**config.mk**
```make
export PLATFORM = sky130hd
export DESIGN_NAME = instr_encoder
export DESIGN_NICKNAME = d
export VERILOG_FILES = /design/src/rtl/instr_encoder.sv
export SDC_FILE = /design/constraint.sdc
export NUM_CORES = 1
export LEC_CHECK = 0
export BUFFER_PORTS_ARGS = -buffer_cell sky130_fd_sc_hd__buf_4
export CORE_MARGIN = 4
export CORE_UTILIZATION = 42
export CTS_CLUSTER_SIZE = 8
export DETAILED_ROUTE_END_ITERATION = 8
export PLACE_DENSITY = 0.75
export RECOVER_POWER = 100
export SKIP_CTS_REPAIR_TIMING = 1
export SYNTH_ARGS = -nofsm -noshare
export SYNTH_HDL_FRONTEND = slang
export SYNTH_SLANG_ARGS = --single-unit
```
**constraint.sdc**
```tcl
create_clock -name clk -period 1.4 [get_ports clk]
set_input_delay 0.28 -clock clk [delete_from_list [all_inputs] [get_ports clk]]
set_output_delay 0.28 -clock clk [all_outputs]
set_load 0.02 [all_outputs]
```
**src/rtl/instr_encoder.sv**
```systemverilog
// Packs instruction field bundles into 32-bit words and writes them to instruction memory at sequential addresses.
// Two cycles per word (accept, write); in_ready drops during the write cycle, on start, and once memory is full.
module instr_encoder #(
    parameter int ADDR_W = 6
) (
    input  logic              clk,
    input  logic              reset,
    input  logic              start,
    input  logic              in_valid,
    output logic              in_ready,
    input  logic [3:0]        Cond,
    input  logic [1:0]        Op,
    input  logic [5:0]        Funct,
    input  logic [3:0]        Rn,
    input  logic [3:0]        Rd,
    input  logic [11:0]       Src2,
    input  logic [23:0]       Imm24,
    output logic              mem_we,
    output logic [ADDR_W-1:0] mem_addr,
    output logic [31:0]       mem_wdata,
    output logic [ADDR_W:0]   count,
    output logic              full,
    output logic              err
);

    typedef enum logic [1:0] {
        S_IDLE,
        S_ACCEPT,
        S_WRITE,
        S_FULL
    } state_t;

    localparam logic [ADDR_W:0] CAPACITY = {1'b1, {ADDR_W{1'b0}}};

    state_t              state;
    state_t              next_state;
    logic [ADDR_W-1:0]   ptr;
    logic [ADDR_W:0]     count_inc;
    logic [31:0]         packed_word;
    logic                take_legal;
    logic                take_illegal;
    logic                clear;

    // Branch format keeps only the two high Funct bits; the rest of the word is the immediate.
    always_comb begin
        if (Op == 2'b10) begin
            packed_word = {Cond, Op, Funct[5:4], Imm24};
        end else begin
            packed_word = {Cond, Op, Funct, Rn, Rd, Src2};
        end
    end

    assign count_inc = count + (ADDR_W+1)'(1);

    always_comb begin
        next_state   = state;
        in_ready     = 1'b0;
        mem_we       = 1'b0;
        take_legal   = 1'b0;
        take_illegal = 1'b0;
        clear        = 1'b0;
        case (state)
            S_IDLE: begin
                if (start) begin
                    next_state = S_ACCEPT;
                    clear      = 1'b1;
                end
            end
            S_ACCEPT: begin
                if (start) begin
                    clear = 1'b1;
                end else begin
                    in_ready = 1'b1;
                    if (in_valid) begin
                        if (Op == 2'b11) begin
                            take_illegal = 1'b1;
                        end else begin
                            take_legal = 1'b1;
                            next_state = S_WRITE;
                        end
                    end
                end
            end
            S_WRITE: begin
                // The pending write always completes; a start only clears state afterwards.
                mem_we = 1'b1;
                if (start) begin
                    next_state = S_ACCEPT;
                    clear      = 1'b1;
                end else if (count_inc == CAPACITY) begin
                    next_state = S_FULL;
                end else begin
                    next_state = S_ACCEPT;
                end
            end
            S_FULL: begin
                if (start) begin
                    next_state = S_ACCEPT;
                    clear      = 1'b1;
                end
            end
            default: begin
                next_state = S_IDLE;
            end
        endcase
        if (reset) begin
            in_ready = 1'b0;
            mem_we   = 1'b0;
        end
    end

    always_ff @(posedge clk) begin
        if (reset) begin
            state     <= S_IDLE;
            ptr       <= '0;
            count     <= '0;
            full      <= 1'b0;
            err       <= 1'b0;
            mem_addr  <= '0;
            mem_wdata <= '0;
        end else begin
            state <= next_state;
            full  <= (next_state == S_FULL);
            if (clear) begin
                ptr   <= '0;
                count <= '0;
                err   <= 1'b0;
            end else begin
                if (state == S_WRITE) begin
                    ptr   <= ptr + ADDR_W'(1);
                    count <= count_inc;
                end
                if (take_illegal) begin
                    err <= 1'b1;
                end
            end
            // Address/data are captured at the handshake so they hold steady between writes.
            if (take_legal) begin
                mem_addr  <= ptr;
                mem_wdata <= packed_word;
            end
        end
    end

endmodule

```
; ---- Word-level counts from Yosys, hierarchy flattened
; Index checks and enable logic that the tools add are counted.
; W data, S select, Z words.
[totals]
register_bits = 55
in_bits = 60
[op_classes]
add_sub_neg = 2
n_eq_ne = 7
mux = 23
reduce_logical = 4
[ops]
columns = operator, n
row1 = $mux W24, 1
row2 = $mux W1, 15
row3 = $mux W2, 6
row4 = $eq A2 B2 Y1 const B, 5
row5 = $add A7 B1 Y7 const B, 1
row6 = $eq A7 B7 Y1 const B, 1
row7 = $add A6 B1 Y6 const B, 1
row8 = $pmux W2 S3, 1
row9 = $reduce_or A2 Y1, 2
row10 = $reduce_or A4 Y1, 1
row11 = $eq A2 B1 Y1 const B, 1
row12 = $logic_not A2 Y1, 1

; ---- Logic depth before layout (Yosys ltp)
; Gate-level depths: netlist of run 1.
[depth]
ltp_word = 6
depth_mapped = 7
mapped_depth_nobuf = 6

; ---- Worst setup path before layout of run 1
; No wires, ideal clock.
[synth_path]
path_kind = register to register
startpoint = register count[0]
endpoint = register count[6]
t_arrival_ns = 1.482
setup_slack_ns = -0.152
path_stages_with_launch = 5
n_path_buf = 0
period_less_slack_ns = 1.552
path_cell_list = dfxtp_1 > ha_1 > nand4_1 > or3_1 > a21oi_1
[synth_between]
elab_chain_cells = 1
[synth_lines]
columns = element, line
row1 = from (decl), 21  ; output logic [ADDR_W:0] count,
row2 = from (signal assigned), 131  ; count <= count_inc;
row3 = $add A7 B1 Y7, 53  ; assign count_inc = count + (ADDR_W+1)'(1);
; Every way passes these cells.
; A chain may end at the register's enable or synchronous reset.

; ---- Final worst setup path of run 1
[layout_path]
startpoint = register state[1]
endpoint = register full
[layout_between]
elab_chain_cells = 5
word_cells_on_any_way = 11
cone_classes = eq/ne (4) / mux (5) / reduce/logical (2)
[layout_lines]
columns = element, line
row1 = from (decl), 35  ; state_t state;
row2 = from (signal assigned), 122  ; state <= next_state;
row3 = $mux W2, 75  ; if (Op == 2'b11) begin
row4 = $mux W2, 74  ; if (in_valid) begin
row5 = $mux W2, 70  ; if (start) begin
row6 = $pmux W2 S3 (*), 62  ; case (state)
row7 = $eq A2 B2 Y1 (*), 123  ; full <= (next_state == S_FULL);
row8 = to (signal assigned), 123
row9 = to (decl), 22  ; output logic full,
; Every way passes the cells marked *; elsewhere a longest branch is shown, timed or not.

==> results.cfg, run 1 <==
[sta]
period_share_pct = 109
tightest_slew_ns = 0.347
final.setup.worst_slack_ns = -0.124
tns_ns = -2.68
hold_viol = 0
min_period_ns = 1.52
setup_viol = 36
maxSlewViolCount = 0
fmax_ghz = 0.656
rsz0062_at_grt = true
clock_skew_ns = 0.00726
slew_headroom_pct = 76.9

[cts]
cts_root_buffer = clkbuf_8
htreeDepth = 2
clock-sinks = 55
tritoncts = done
cts_made_buffers = 5
clk_latency_ns = 0.31
clock_path_buffers = 2
clk_pin_slew_worst_paths_ns = 0.10

[worst_setup_path]
end_kind = register
reg2reg_from = state[1]
crit_start = state[1]
critPathLaunchType = register
crit_arrival_ns = 1.73
cp.required_ns = 1.60
cp_max_fo = 4
worstSetupPathType = register to register
reg2reg_depth = 8
r2r_end = full
crit_path_cell_trace = inv_2, ha_4, buf_6, buf_4, o22a_1, o22ai_1, nor3_2, nor4bb_2
rrSetupSlack_ns = -0.12
cpPeakStageDelay_ns = 0.37
crit_slowest_cell = dfxtp_4

[placed_design]
dpl.cell_count = 449
port_buffers = 108
finalWeightedCongestion = 0.767
post-place-ws_ns = -0.0868
dpl.hpwl_um = 4670

[grt]
grt_overflow = 0
antenna_found_initial = 0
grt_pass1_wl_um = 10200
grt_usage_pct = 17.2
first_global_vias = 2228
grt_max_degree = 43

[min_path]
hold-path-cell-count = 3
hp-class = input port to register
whs_endpoint = mem_wdata[25]
worstHoldStart = Funct[5]

[synth]
synth_common_cells = dfxtp_1, nor2_1, nand2_1
yosys.area.top_type_share_pct = 45.1
yosysSeqAreaShare_pct = 45.1
syn_area_um2 = 2440
yosysUniqueCellTypes = 40
synthArstFlopShare_pct = 0
synth.area.top_cells = dfxtp_1, mux2i_1, a211oi_1
synth_top_cell_by_area = dfxtp_1
synth_nets = 330
synth_top_flop_cell = dfxtp_1
syn_avg_cell_area_um2 = 9.21
synthCells = 265
synth_edf_count = 0
yosysWarnings = 0
yosysMostFrequentCell = dfxtp_1
ys_ff_latch = 55

[drt]
drt_iter0_markers = 36
routed_wl_um = 7340
first_pass_iters = 6
avgRoutedWirePerCell_um = 15.5
ant_nets = 0
drcViolationCount = 0
avgViaCountPerCell = 5.10
vias = 2424

[pwr]
ir_drop_v = 0.000627
power_mw = 3.58
powerDensity_nw_per_um2 = 893
cellLeakagePower_nw = 1.56

[die]
io_pins = 109
core_um2 = 5570
start_util_pct = 43.8
die_h_um = 84.2
dieWidth_um = 84.2
dieArea_um2 = 7090
row_count = 27

[finish]
multi_input_area_um2 = 1480
stdcell_count = 475
ff_latch_area_um2 = 1110
layout-drive-gt1-share_pct = 44.7
final_nets = 467
area_growth_pct = 64.4
diodes = 0
fill_cells = 446

[job]
maxCapViolations = 0

[status]
violations = negative setup slack
outcome = finished with violations
[power breakdown]
group          total [mW]  internal, mW  switching [mW]
combinational       0.717         0.366           0.351
clock                1.23         0.713           0.517
sequential           1.64          1.61          0.0269
[cells by family (layout without fill, tap and decap cells)]
group | Yosys count | in the layout | share of synthesized area (%)
XOR/XNOR | 11 | 11 | 3.95
multiplexers | 26 | 26 | 10.7
buffers and inverters | 22 | 160 | 5.33
AO/OA/AOI/OAI | 51 | 51 | 14.9
flip-flops | 55 | 55 | 45.1
adder cells (fa/ha/maj) | 5 | 5 | 2.56
AND/OR/NAND/NOR | 95 | 95 | 17.5
[flip-flops by register name, summed over array words and instances, names as in the netlist]
signal / count
mem_addr: 6
state: 2
mem_wdata: 32
full: 1
ptr: 6
err: 1
count: 7
[worst max path at each step]
stage / cells after the start / endpoint
6_report: 8 / full
5_1_grt: 8 / mem_wdata[12]
4_1_cts: 6 / in_ready
3_5_place_dp: 7 / mem_wdata[23]
3_3_place_gp: 7 / mem_wdata[8]
2_1_floorplan: 6 / mem_wdata[0]
[layout by cell type, fill, tap and decap left out, types with 7 or more instances in the layout]
cell type,n
buf_4,93
dfxtp_1,50
nor2_1,38
clkbuf_1,37
mux2i_1,26
nand2_1,24
a211oi_2,22
a21oi_1,9
xor2_1,7
[layout make-up]
class | count | share of cell area, %
inverter | 4 | 0.437
timing repair buffer | 148 | 29.3
multi-input combinational | 188 | 36.9
clock inverter | 3 | 1.68
clock buffer | 5 | 1.72
sequential | 55 | 27.7
tap | 72 | 2.25
[worst max-delay path, delay by kind of cell (launching register included)]
family                   cells  cell delay, ns
AO/OA/AOI/OAI                2            0.37
adder cells (fa/ha/maj)      1            0.15
buffers and inverters        3            0.28
flip-flops                   1            0.37
AND/OR/NAND/NOR              2            0.25
[layer usage]
metal / share of wire [%] / up-vias / track usage (%)
met5: 0 / - / 0
met4: 0.67 / 0 / 3.95
met3: 6.7 / 6 / 5.69
met2: 52 / 71 / 29.6
met1: 41 / 1149 / 20.9
li1: - / 1198 / -
[metrics by stage]
| step | utilization, % | cell area, µm² | hold slack [ns] |
|---|---|---|---|
| floorplan | - | 2450 | 0.416 |
| global placement | 61.7 | 3440 | 0.444 |
| detailed placement | 61.7 | 3440 | 0.450 |
| CTS | 64.1 | 3570 | 0.203 |
| global route | 72.0 | 4010 | 0.199 |
| finish | 72.0 | 4010 | 0.207 |
Power figures use the tool's default switching activity.
==> run 2: changes to the inputs <==
--- a/config.mk
+++ b/config.mk
@@ -7,9 +7,11 @@
 export LEC_CHECK = 0
 export BUFFER_PORTS_ARGS = -buffer_cell sky130_fd_sc_hd__buf_4
+export CELL_PAD_IN_SITES_DETAIL_PLACEMENT = 0
+export CELL_PAD_IN_SITES_GLOBAL_PLACEMENT = 1
 export CORE_MARGIN = 4
-export CORE_UTILIZATION = 42
+export CORE_UTILIZATION = 30
 export CTS_CLUSTER_SIZE = 8
 export DETAILED_ROUTE_END_ITERATION = 8
-export PLACE_DENSITY = 0.75
+export PLACE_DENSITY_LB_ADDON = 0.1
 export RECOVER_POWER = 100
 export SKIP_CTS_REPAIR_TIMING = 1
==> constraint.sdc (replaced) <==
create_clock -name clk -period 1.4 [get_ports clk]
set_input_delay 0.07 -clock clk [delete_from_list [all_inputs] [get_ports clk]]
set_output_delay 0.07 -clock clk [all_outputs]
set_load 0.02 [all_outputs]
==> run 2 against run 1 <==
Against the previous run:
- the flow still finishes with violations (negative setup slack)
- clock skew fell by 0.0035 ns
- combinational power decreased by 10%
- clock-buffer cell count increased by 1
- sequential share of layout area is 1.6 points higher
- flip-flop and latch count unchanged
- global-route usage shrank 4.1 points
- cell count rose by 6.1%
- design area is 5.5% lower
- via count shrank 4.3%
- utilization shrank 23 points
- fmax shrank 0.58%
- critical endpoint is now mem_wdata[19]
==> results.cfg, run 2 (same netlist as run 1, synthesis figures left out) <==
[status]
outcome = finished with violations
violations = negative setup slack

[worst_setup_path]
cp_max_fo = 7
cp.required_ns = 1.63
crit_slowest_cell = dfxtp_2
critPathTopFamily = compound AO/OA/AOI/OAI gates
rrSetupSlack_ns = -0.13
crit_path_cell_trace = inv_2, ha_4, nand3b_1, a21oi_4, buf_6, clkbuf_16, nor2_2, a211oi_1
cpPeakStageDelay_ns = 0.34
crit_arrival_ns = 1.76
reg2reg_from = state[1]
r2r_end = mem_wdata[19]
critPathLaunchType = register
reg2reg_depth = 8
cp_num_buf_inv = 3
worstSetupPathType = register to register
end_kind = register

[cts]
tritoncts = done
cts_made_buffers = 5
clock-sinks = 55
cts_root_buffer = clkbuf_8
clk_pin_slew_worst_paths_ns = 0.10
clk_latency_ns = 0.30
htreeDepth = 2
clock_path_buffers = 2

[min_path]
hold-path-cell-count = 3
whs_endpoint = mem_wdata[31]
hp-class = input port to register
worstHoldStart = Cond[3]

[sta]
tns_ns = -3.79
setup_viol = 40
period_share_pct = 110
maxSlewViolCount = 0
rsz0062_at_grt = true
min_period_ns = 1.53
hold_viol = 0
slew_headroom_pct = 70.1
tightest_slew_ns = 0.449
clock_skew_ns = 0.00375
fin_hold_ws_ns = 0.00935
final.setup.worst_slack_ns = -0.133
fmax_ghz = 0.652

[drt]
first_pass_iters = 6
routed_wl_um = 7010
vias = 2319
drt_iter0_markers = 42
drcViolationCount = 0
ant_nets = 0
avgViaCountPerCell = 4.60
avgRoutedWirePerCell_um = 13.9

[finish]
largest_register = mem_wdata
layout_common_cells = buf_4, dfxtp_1, clkbuf_1
fill_cells = 797
diodes = 0
reg.largest.list = mem_wdata: 32 flops, count: 7 flops
final_common_cell = buf_4
layout-drive-gt1-share_pct = 37.6
largest_reg_flops = 32
fin_area_um2 = 3790
final_nets = 466
area_growth_pct = 55.4

[placed_design]
port_buffers = 108
dpl_cell_area_um2 = 3470
finalWeightedCongestion = 0.764
dpl.hpwl_um = 4790

[pwr]
powerDensity_nw_per_um2 = 829
cellLeakagePower_nw = 1.51
power_mw = 3.14
ir_drop_v = 0.000427

[grt]
grt_overflow = 0
first_global_vias = 2153
antenna_found_initial = 0
grt_max_degree = 38
grt_pass1_wl_um = 10500
grt_usage_pct = 13.1

[die]
core_um2 = 7810
dieWidth_um = 98.2
dieArea_um2 = 9640
start_util_pct = 31.3
row_count = 32
io_pins = 109
die_h_um = 98.2

[job]
maxCapViolations = 0
==> run 2: worst min-delay path: cells and delay by family <==
kind            cells  cell delay [ns]
compound gates      1             0.05
simple gates        1             0.04
buf+inv             1             0.11
==> run 2: worst max-delay path by stage <==
stage	start	slack, ns	end	cells past startpoint
6_report	state[1]	-0.13	mem_wdata[19]	8
3_3_place_gp	state[1]	-0.06	full	7
5_1_grt	state[1]	-0.22	mem_wdata[0]	8
2_1_floorplan	state[0]	-0.03	mem_wdata[0]	6
3_5_place_dp	state[1]	-0.11	mem_wdata[2]	7
4_1_cts	state[0]	-0.19	mem_we	6
==> run 2: layout make-up <==
type,instances,area (µm²),area share [%]
clock buffer,6,72.6,1.91
clock inverter,2,12.5,0.330
inverter,4,15.0,0.396
multi-input combinational,188,1380,36.3
sequential,55,1110,29.2
tap,102,128,3.37
timing repair buffer,147,1080,28.5
==> run 2: metrics by stage <==
step | utilization, % | worst slack (ns) | cells
global route | 48.6 | -0.215 | 504
finish | 48.6 | -0.133 | 504
detailed placement | 44.4 | -0.115 | 478
floorplan | - | -0.0273 | 265
global placement | 44.4 | -0.0561 | 478
CTS | 45.5 | -0.190 | 486
==> run 2: routing by layer <==
metal  share of wire, %  GRT usage, %
met5                  0             0
met4               0.87          3.15
met3                5.2          3.79
met2                 47          21.3
met1                 47          17.2
==> run 2: where the power goes <==
part,internal [mW],switching [mW]
registers,1.61,0.0265
logic,0.330,0.313
clock network,0.351,0.513
==> run 3: changes to the inputs <==
- CELL_PAD_IN_SITES_DETAIL_PLACEMENT: 0 -> not set
- CELL_PAD_IN_SITES_GLOBAL_PLACEMENT: 1 -> not set
- CORE_UTILIZATION: 30 -> 42
- PLACE_DENSITY: not set -> 0.75
- PLACE_DENSITY_LB_ADDON: 0.1 -> not set
- RECOVER_POWER: 100 -> 50
- clock period: 1.4 -> 1.35 ns (I/O delays scaled with it)
==> run 3 against run 2 <==
Against the previous run:
- design area rose by 2.1%
- die area fell by 26%
- the run still ends with negative setup slack left
- highest routed layer unchanged
- sequential power rose by 4%
- clock power rose by 11%
- wire length rose by 0.59%
- register-to-register slack barely moved
- critical endpoint is now mem_wdata[15]
- critical path type unchanged
==> results.cfg, run 3 (same netlist as run 1, synthesis figures left out) <==
[drt]
drcViolationCount = 0
routed_wl_um = 7050
vias = 2421
ant_nets = 0
first_pass_iters = 4
avgRoutedWirePerCell_um = 14.9
drt_iter0_markers = 100
avgViaCountPerCell = 5.13

[pwr]
p_sw_mw = 0.944
combPwrFrac_pct = 21.2
cellLeakagePower_nw = 1.53
powerDensity_nw_per_um2 = 870
clock_power_share_pct = 28.4
internal_power_mw = 2.43
pwr-share-seq_pct = 50.3
ir_drop_v = 0.000549
switching_share_pct = 28.0

[finish]
stdcell_count = 472
layout_common_cells = buf_4, dfxtp_1, nor2_1
area_growth_pct = 58.7
final_common_cell = buf_4
largest_register = mem_wdata
final_nets = 464
largest_reg_flops = 32
fin_util_pct = 69.5
reg.largest.list = mem_wdata: 32 flops, count: 7 flops
layout-drive-gt1-share_pct = 41.8
diodes = 0

[min_path]
hp-class = input port to register
hold-path-cell-count = 2

[sta]
maxSlewViolCount = 0
rsz0062_at_grt = true
fmax_ghz = 0.670
hold_viol = 0
fin_hold_ws_ns = 0.0260
tightest_slew_ns = 0.403
period_share_pct = 111
min_period_ns = 1.49
clock_skew_ns = 0.00888
final.setup.worst_slack_ns = -0.143
setup_viol = 43
slew_headroom_pct = 73.1

[worst_setup_path]
rrSetupSlack_ns = -0.14
crit_slowest_cell = dfxtp_2
reg2reg_depth = 8
critPathLaunchType = register
end_kind = register
cpPeakStageDelay_ns = 0.35
crit_path_cell_trace = inv_2, ha_4, nand3b_1, a21oi_4, buf_12, buf_6, clkbuf_16, a211oi_2
critPathTopFamily = buffers and inverters
cp_num_buf_inv = 4
cp.required_ns = 1.54
worstSetupPathType = register to register
cp_num_cells = 8
crit_arrival_ns = 1.68
cp_max_fo = 6

[die]
core_um2 = 5570
io_pins = 109
row_count = 27
dieWidth_um = 84.2
die_h_um = 84.2
dieArea_um2 = 7090
start_util_pct = 43.8

[placed_design]
dpl.hpwl_um = 4870
dpl.cell_count = 445
finalWeightedCongestion = 0.827
port_buffers = 108

[grt]
first_global_vias = 2155
grt_usage_pct = 17.5
grt_pass1_wl_um = 10300
antenna_found_initial = 0
grt_overflow = 0
grt_max_degree = 30

[cts]
clk_latency_ns = 0.31
clk_pin_slew_worst_paths_ns = 0.11
htreeDepth = 2
cts_made_buffers = 5
clock_path_buffers = 2
clock-sinks = 55
cts_root_buffer = clkbuf_8
tritoncts = done

[status]
outcome = finished with violations
violations = negative setup slack

[job]
maxCapViolations = 0
run 3: cell types whose count changed in the layout (fill, tap and decap cells not counted), sizes merged:
cell	before	now
buf	101	106
clkbuf	49	38
inv	4	5
clkinvlp	1	0
clkinv	1	2
dlygate4sd3	3	6
run 3: routing by layer:
metal  up-vias  track usage [%]  routed length [µm]
li1       1198                -                   -
met1      1139             21.9                2790
met2        78             29.4                3700
met3         6             4.81                 485
met4         0             4.97                  63
met5         -                0                   0
run 3: area by class of cell:
type | count | area [µm²]
clock inverter | 3 | 28.8
multi-input combinational | 188 | 1420
clock buffer | 5 | 68.8
timing repair buffer | 145 | 1130
inverter | 4 | 15.0
tap | 72 | 90.1
fill | 467 | 1700
sequential | 55 | 1120
run 3: power groups by stage:
stage / logic (mW) / clock network [mW] / registers [mW]
5_1_grt: 0.774 / 1.04 / 1.70
2_1_floorplan: 0.260 / 0 / 1.78
3_3_place_gp: 0.575 / 0 / 1.73
4_1_cts: 0.589 / 0.981 / 1.70
6_report: 0.715 / 0.958 / 1.70
3_5_place_dp: 0.587 / 0 / 1.73
run 3: stage by stage:
stage / total power, mW / instance area, µm² / setup slack [ns] / TNS, ns
finish: 3.37 / 3870 / -0.143 / -4.40
floorplan: 2.04 / 2510 / -0.000118 / -0.000118
detailed placement: 2.32 / 3450 / -0.130 / -3.05
global route: 3.52 / 3870 / -0.220 / -7.05
global placement: 2.31 / 3450 / -0.0634 / -2.05
CTS: 3.27 / 3550 / -0.149 / -4.05
run 3: final timing paths:
| check | start | endpoint |
|---|---|---|
| max | state[1] | mem_wdata[15] |
| min | in_valid | mem_wdata[27] |
| max reg2reg | state[1] | mem_wdata[15] |
| min reg2reg | mem_wdata[25] | mem_wdata[25] |
